File: config.mk
export PLATFORM = sky130hd
export DESIGN_NAME = shared_reg_arbiter
export DESIGN_NICKNAME = d
export VERILOG_FILES = /design/src/rtl/shared_reg_arbiter.sv
export SDC_FILE = /design/constraint.sdc
export NUM_CORES = 1
export LEC_CHECK = 0
export ABC_AREA = 1
export BUFFER_PORTS_ARGS = -buffer_cell sky130_fd_sc_hd__buf_2
export CAP_MARGIN = 20
export CORE_MARGIN = 4
export CORE_UTILIZATION = 50
export CTS_BUF_LIST = sky130_fd_sc_hd__clkbuf_8
export CTS_CLUSTER_SIZE = 8
export DETAILED_ROUTE_END_ITERATION = 7
export GPL_TIMING_DRIVEN = 1
export PLACE_DENSITY = 0.88
export SYNTH_ARGS = -nofsm -noshare
export SYNTH_HDL_FRONTEND = slang
export SYNTH_SLANG_ARGS = --single-unit
File: constraint.sdc
create_clock -name Clk -period 1.5 [get_ports Clk]
set_input_delay 0 -clock Clk [delete_from_list [all_inputs] [get_ports Clk]]
set_output_delay 0 -clock Clk [all_outputs]
set_load 0.02 [all_outputs]
File: src/rtl/shared_reg_arbiter.sv
// Round-robin arbiter granting exclusive write access to one shared DATA_W-bit
// register among N_REQ requesters, with a forced release after MAX_HOLD writes.
module shared_reg_arbiter #(
  parameter int unsigned N_REQ    = 4,
  parameter int unsigned DATA_W   = 8,
  parameter int unsigned MAX_HOLD = 4,
  localparam int unsigned OW      = $clog2(N_REQ)
) (
  input  logic                      Clk,
  input  logic                      Reset,
  input  logic [N_REQ-1:0]          Req,
  input  logic [N_REQ*DATA_W-1:0]   Data,
  output logic [N_REQ-1:0]          Grant,
  output logic [OW-1:0]             Owner,
  output logic                      Busy,
  output logic [DATA_W-1:0]         Q,
  output logic [N_REQ-1:0]          Ack
);

  localparam int unsigned HW = $clog2(MAX_HOLD + 1);
  localparam logic [HW-1:0] HOLD_LAST = HW'(MAX_HOLD - 1);
  localparam logic [OW-1:0] LAST_RST  = OW'(N_REQ - 1);

  localparam logic [0:0] ST_IDLE = 1'b0;
  localparam logic [0:0] ST_BUSY = 1'b1;

  logic [0:0]        state_q, state_d;
  logic [N_REQ-1:0]  grant_q, grant_d;
  logic [OW-1:0]     owner_q, owner_d;
  logic              busy_q, busy_d;
  logic [DATA_W-1:0] q_q, q_d;
  logic [N_REQ-1:0]  ack_q, ack_d;
  logic [OW-1:0]     last_q, last_d;
  logic [HW-1:0]     hold_cnt_q, hold_cnt_d;

  logic              req_own;
  logic [DATA_W-1:0] data_own;
  logic              hi_found, lo_found;
  logic [OW-1:0]     hi_idx, lo_idx, win_idx;

  function automatic logic [N_REQ-1:0] onehot(input logic [OW-1:0] idx);
    logic [N_REQ-1:0] r;
    r = '0;
    for (int unsigned i = 0; i < N_REQ; i++) begin
      r[i] = (idx == OW'(i));
    end
    return r;
  endfunction

  // Owner's request bit and data slice.
  always_comb begin
    req_own  = 1'b0;
    data_own = '0;
    for (int unsigned i = 0; i < N_REQ; i++) begin
      if (owner_q == OW'(i)) begin
        req_own  = Req[i];
        data_own = Data[i*DATA_W +: DATA_W];
      end
    end
  end

  // Rotating priority split into two scans: indices above last win first,
  // then the wrap-around part (0..last) is searched.
  always_comb begin
    hi_found = 1'b0;
    hi_idx   = '0;
    lo_found = 1'b0;
    lo_idx   = '0;
    for (int unsigned i = 0; i < N_REQ; i++) begin
      if (Req[i]) begin
        if (OW'(i) > last_q) begin
          if (!hi_found) begin
            hi_found = 1'b1;
            hi_idx   = OW'(i);
          end
        end else if (!lo_found) begin
          lo_found = 1'b1;
          lo_idx   = OW'(i);
        end
      end
    end
    win_idx = hi_found ? hi_idx : lo_idx;
  end

  always_comb begin
    state_d    = state_q;
    grant_d    = grant_q;
    owner_d    = owner_q;
    busy_d     = busy_q;
    q_d        = q_q;
    ack_d      = '0;
    last_d     = last_q;
    hold_cnt_d = hold_cnt_q;
    case (state_q)
      ST_IDLE: begin
        if (|Req) begin
          state_d    = ST_BUSY;
          grant_d    = onehot(win_idx);
          owner_d    = win_idx;
          last_d     = win_idx;
          hold_cnt_d = '0;
          busy_d     = 1'b1;
        end
      end
      ST_BUSY: begin
        if (req_own) begin
          q_d   = data_own;
          ack_d = onehot(owner_q);
          if (hold_cnt_q == HOLD_LAST) begin
            state_d = ST_IDLE;
            grant_d = '0;
            busy_d  = 1'b0;
          end else begin
            hold_cnt_d = hold_cnt_q + 1'b1;
          end
        end else begin
          state_d = ST_IDLE;
          grant_d = '0;
          busy_d  = 1'b0;
        end
      end
      default: begin
        state_d = ST_IDLE;
        grant_d = '0;
        busy_d  = 1'b0;
      end
    endcase
  end

  always_ff @(posedge Clk or posedge Reset) begin
    if (Reset) begin
      state_q    <= ST_IDLE;
      grant_q    <= '0;
      owner_q    <= '0;
      busy_q     <= 1'b0;
      q_q        <= '0;
      ack_q      <= '0;
      last_q     <= LAST_RST;
      hold_cnt_q <= '0;
    end else begin
      state_q    <= state_d;
      grant_q    <= grant_d;
      owner_q    <= owner_d;
      busy_q     <= busy_d;
      q_q        <= q_d;
      ack_q      <= ack_d;
      last_q     <= last_d;
      hold_cnt_q <= hold_cnt_d;
    end
  end

  assign Grant = grant_q;
  assign Owner = owner_q;
  assign Busy  = busy_q;
  assign Q     = q_q;
  assign Ack   = ack_q;

  assert property (@(posedge Clk) disable iff (Reset) $onehot0(grant_q));
  assert property (@(posedge Clk) disable iff (Reset) $onehot0(ack_q));

endmodule

* Yosys cells after proc, flatten, opt, wreduce, memory -nomap -nowiden
Cells that the tools add are included.
Operators by class: add/sub/neg operators 1, magnitude comparators 4, eq/ne operators 11, mux-type cells 59, bitwise gates (word level) 1, reduce and logical (&&, ||, !) cells 7
Operator list (count):
- $mux W8 | 4
- $mux W1 | 30
- $mux W2 | 13
- $mux W4 | 5
- $mux W3 | 3
- $eq A2 B2 Y1 const B | 4
- $pmux W4 S2 | 1
- $pmux W3 S2 | 1
- $reduce_and A2 Y1 | 3
- $eq A2 B1 Y1 const B | 2
- $gt A1 B2 Y1 const A | 2
- $gt A2 B2 Y1 const A | 2
- $logic_not A2 Y1 | 2
- $ne A2 B2 Y1 const B | 2
- $pmux W1 S2 | 2
- $reduce_or A4 Y1 | 1
- $add A3 B1 Y3 const B | 1
- $eq A3 B2 Y1 const B | 1
- $ne A3 B2 Y1 const B | 1
- $reduce_and A3 Y1 | 1
- $ne A2 B1 Y1 const B | 1
- $not A1 Y1 | 1
Word-level totals: flip-flop bits (word level) 25, bits of input ports 38, output and inout port bits 19, word-level logic and storage cells 91

* Logic depth before layout (Yosys ltp)
depth in word-level cells 16, gate-level depth with buffers 10, depth with buffers taken out 9

* Worst setup path after synthesis
Ideal clock, no wire load.
kind register to register, from register owner_q[1], in the netlist Owner[1], to register busy_q, in the netlist Busy, setup time 124 ps, data arrival time 1250 ps, required time 1376 ps, path slack 126 ps, cell stages (with the launch flop) 10, path buffers 1, period minus slack after synthesis 1374 ps, cell sequence dfrtp_1 > buf_6 > nor2_8 > nand2_1 > nand2_2 > o21ai_4 > nand2_4 > nand2_4 > nand2_1 > nand2_1
Between the ends: word-level cells in the longest chain between the ends 7, elaborated cells between the ends (all ways) 12, those cells by class eq/ne: 4; mux: 6; reduce/logical: 2
Ends and longest elaborated chain:
- start, declared | line 29 | logic [OW-1:0] owner_q, owner_d;
- start signal, assigned | line 143 | owner_q <= owner_d;
- $logic_not A2 Y1 | line 55 | if (owner_q == OW'(i)) begin
- $mux W1 (3 in series) | line 55
- $mux W1 (*) | line 55
- $mux W1 / $ne A3 B2 Y1 (equally long branches)
- $pmux W1 S2 / $reduce_and A2 Y1 (equally long branches)
- end signal, assigned | line 144 | busy_q <= busy_d;
- end, declared | line 30 | logic busy_q, busy_d;
Every way passes the cells marked *; elsewhere a longest branch is shown, timed or not. A chain may end at the register's enable or synchronous reset.

* Worst setup path in the final report
from register last_q[1], to register owner_q[1], in the netlist Owner[1]
Between the ends: word-level cells in the longest chain between the ends 12, elaborated cells between the ends (all ways) 31, those cells by class order compare: 4; mux: 27
Ends and longest elaborated chain:
- start, declared | line 33 | logic [OW-1:0] last_q, last_d;
- start signal, assigned | line 147 | last_q <= last_d;
- $gt A1 B2 Y1 | line 71 | if (OW'(i) > last_q) begin
- $mux W1 | line 71
- $mux W1 | line 70 | if (Req[i]) begin
- $mux W1 | line 71
- $mux W1 | line 70
- $mux W2 (on tied branches) | line 76, 72
- $mux W2 | line 71
- $mux W2 | line 70
- $mux W2 (on tied branches) | line 76, 72
- $mux W2 | line 71
- $mux W2 | line 70
- $mux W2 (*) | line 82 | win_idx = hi_found ? hi_idx : lo_idx;
Marked as above.

==> reports/results.txt <==
Met2 Usage GRT = 35.6%
Slew headroom = 72.5%
I/O Buffers = 56
Total GRT Usage = 20.0%
Unique masters post-synth = 24
Post-synthesis cell count = 193
Inserted Clock Buffers = 3
Total Neg Setup Slack = 0 ns
CTS max path bufs = 2
Hold Crit Class = in2reg
Die extent in x = 61.9 µm
R2R Path End = Owner[1]
Max VDD drop = 1.33 mV
Post-Layout Cell Count = 286
Worst setup SP type = register
Seq/Total Area, Yosys = 43.2%
Root buf cell = clkbuf_8
Postcts setup bufs = 0
P&R area growth vs syn = 26.5%
Worst setup path class = reg2reg
Initial antenna violation count = 0
Leakage = 1.07 nW
Mapped Area = 1450 µm²
Area leader, netlist = dfrtp_1
First-pass detailed-route iteration total = 4
Gr ovfl total = 0
Top Ports = 57
Reg2reg path depth = 8
Syn_area_per_cell = 7.53 µm²
CTS tree = yes
Clock transition at path regs = 0.09 ns
Diodes inserted = 0
Slowest CP cell = dfstp_2
Hold Startpoint = Data[14]
Detail Route Antenna Nets = 0
Clk sinks = 25
Inst Count DP = 281
Commonest non-fill, non-tap cell in the layout = nand2_1
Share of cells above drive strength 1 = 34.1%
Final hold vios = 0
Reg area = 631 µm²
Final critical-path required period = 1.40 ns
Maxcap violations = 0
Synthesized Nets = 233
Pwr Density = 2030 nW/µm²
R2r setup slk = 0.10 ns
Total routed wirelength = 3660 µm
Crit path top cell by count = nand2_1
Register bit total from synthesis = 25
GR Layer Usage met1 = 24.6%
Initial core utilization = 52.7%
DRT iter0 DRCs = 46
Fin Clk Skew = 0.00171 ns
Status = completed
Core ar. = 2760 µm²
DRC = 0
Largest net degree at the start of global routing = 16
Worst path max stage delay = 0.61 ns
Worst-margin pin slew = 0.411 ns
Commonest cells after routing, fill and taps aside = nand2_1 (87), buf_2 (56), dfrtp_1 (21)
First-pass GRT wire length = 5800 µm
Hold Path Sink = Q[6]
Vias in the first global route = 1,388
Routing usage on met3 = 2.89%
Final period utilization = 93.1%
Max Freq = 0.716 GHz
Worst reg2reg startpoint = last_q[1]
CTS HTree Levels = 1
Placer congestion estimate = 0.915
Worst hold stages = 5
Pins Over Slew Limit = 0
Crit Path Max Fanout = 7
Synth area leaders = dfrtp_1 (40%), nand2_1 (22%), nand3_1 (6.9%)
Final setup viols = 0
DP HPWL = 2840 µm
Die area = 3830 µm²
WP data required = 1.68 ns
Synth top area share = 39.6%
Data arrival, critical path = 1.57 ns
Top Usage Layer GRT = met2
Clock Latency Late Sink = 0.26 ns
Yosys warns = 0
Die Height = 61.9 µm
Via count = 1,480
Crit. End Element = register
Multi-input gate area = 726 µm²
Layout Nets = 296
Avg WL per Cell = 12.8 µm
Fillers = 237
Via density = 5.17
CP cell instances = inv_2 > nand2_1 > nand2_1 > nor2_1 > nand2_1 > nand2_1 > nand2_1 > o21ai_0
Row Count = 19
==> per-stage QoR <==
step	util, %	cell area (µm²)	total power, mW	hold slack (ns)	setup WS, ns
after floorplan	-	1450	2.75	0.0258	0.126
after global placement	64.2	1770	3.24	0.00203	0.0818
after detailed placement	64.2	1770	3.31	0.00424	0.0291
after CTS	66.3	1830	3.72	0.0446	0.0340
after global routing	66.7	1840	4.03	0.0590	-0.0107
final	66.7	1840	3.73	0.0478	0.104
==> final cells by class <==
cell class | instances | area share, %
multi-input combinational | 146 | 39.5
sequential | 25 | 34.3
timing repair buffer | 61 | 17.4
inverter | 19 | 4.15
clock buffer | 3 | 2.25
tap | 31 | 2.11
clock inverter | 1 | 0.272
==> per-layer routing <==
metal  wire [µm]  up-vias  share of wire, %
met3         243        4               6.6
met2        1970       48                54
met1        1400      685                38
met5           0        -                 0
li1            -      743                 -
met4          39        0               1.1
==> worst max-delay path: cells and delay by family (launching register included) <==
family / cells / cell delay (ns)
AO/OA/AOI/OAI: 1 / 0.09
buffers and inverters: 1 / 0.06
flip-flops: 1 / 0.61
AND/OR/NAND/NOR: 6 / 0.54
==> cells by family (layout without fill, tap and decap cells) <==
family          Yosys count  in the layout  share of synthesized area (%)
simple gates            135            135                           43.8
compound gates            9              9                           3.88
buf+inv                  22             84                           7.32
flops                    25             25                           43.2
fa+ha+maj                 2              2                           1.72
==> power by group <==
part | internal [mW] | switching [mW]
clock network | 0.186 | 0.212
logic | 0.704 | 1.36
registers | 0.987 | 0.282
==> repair_timing <==
item | 4_1_cts | 5_1_grt
gates cloned | 0 | 0
setup endpoints to repair | 1 | 20
pin swaps | 0 | 1
endpoints found under the hold margin | 8 | 0
hold buffers | 1 | 0
resized for setup | 1 | 3
==> cell usage after synthesis (all sizes together) <==
cell type / count
dfrtp: 23
nor2: 8
o21ai: 8
nand4: 11
nand3: 22
ha: 2
a21oi: 1
buf: 3
nand2: 92
clkinv: 1
dfstp: 2
inv: 18
nor3: 2
==> sequential cells by signal (all words and copies together), names as in the netlist <==
register    flops
Q               8
Ack             4
Grant           4
hold_cnt_q      3
Owner           2
last_q          2
Busy            1
state_q         1
==> worst max-delay path by stage <==
| stage | startpoint | end | cells past startpoint |
|---|---|---|---|
| floorplan | Owner[1] | Busy | 9 |
| global placement | Owner[0] | Q[2] | 6 |
| detailed placement | Owner[0] | Q[7] | 6 |
| CTS | Owner[1] | Q[0] | 6 |
| global route | last_q[1] | Owner[0] | 8 |
| finish | last_q[1] | Owner[1] | 8 |
No activity file was read; power rests on OpenSTA's default activity.
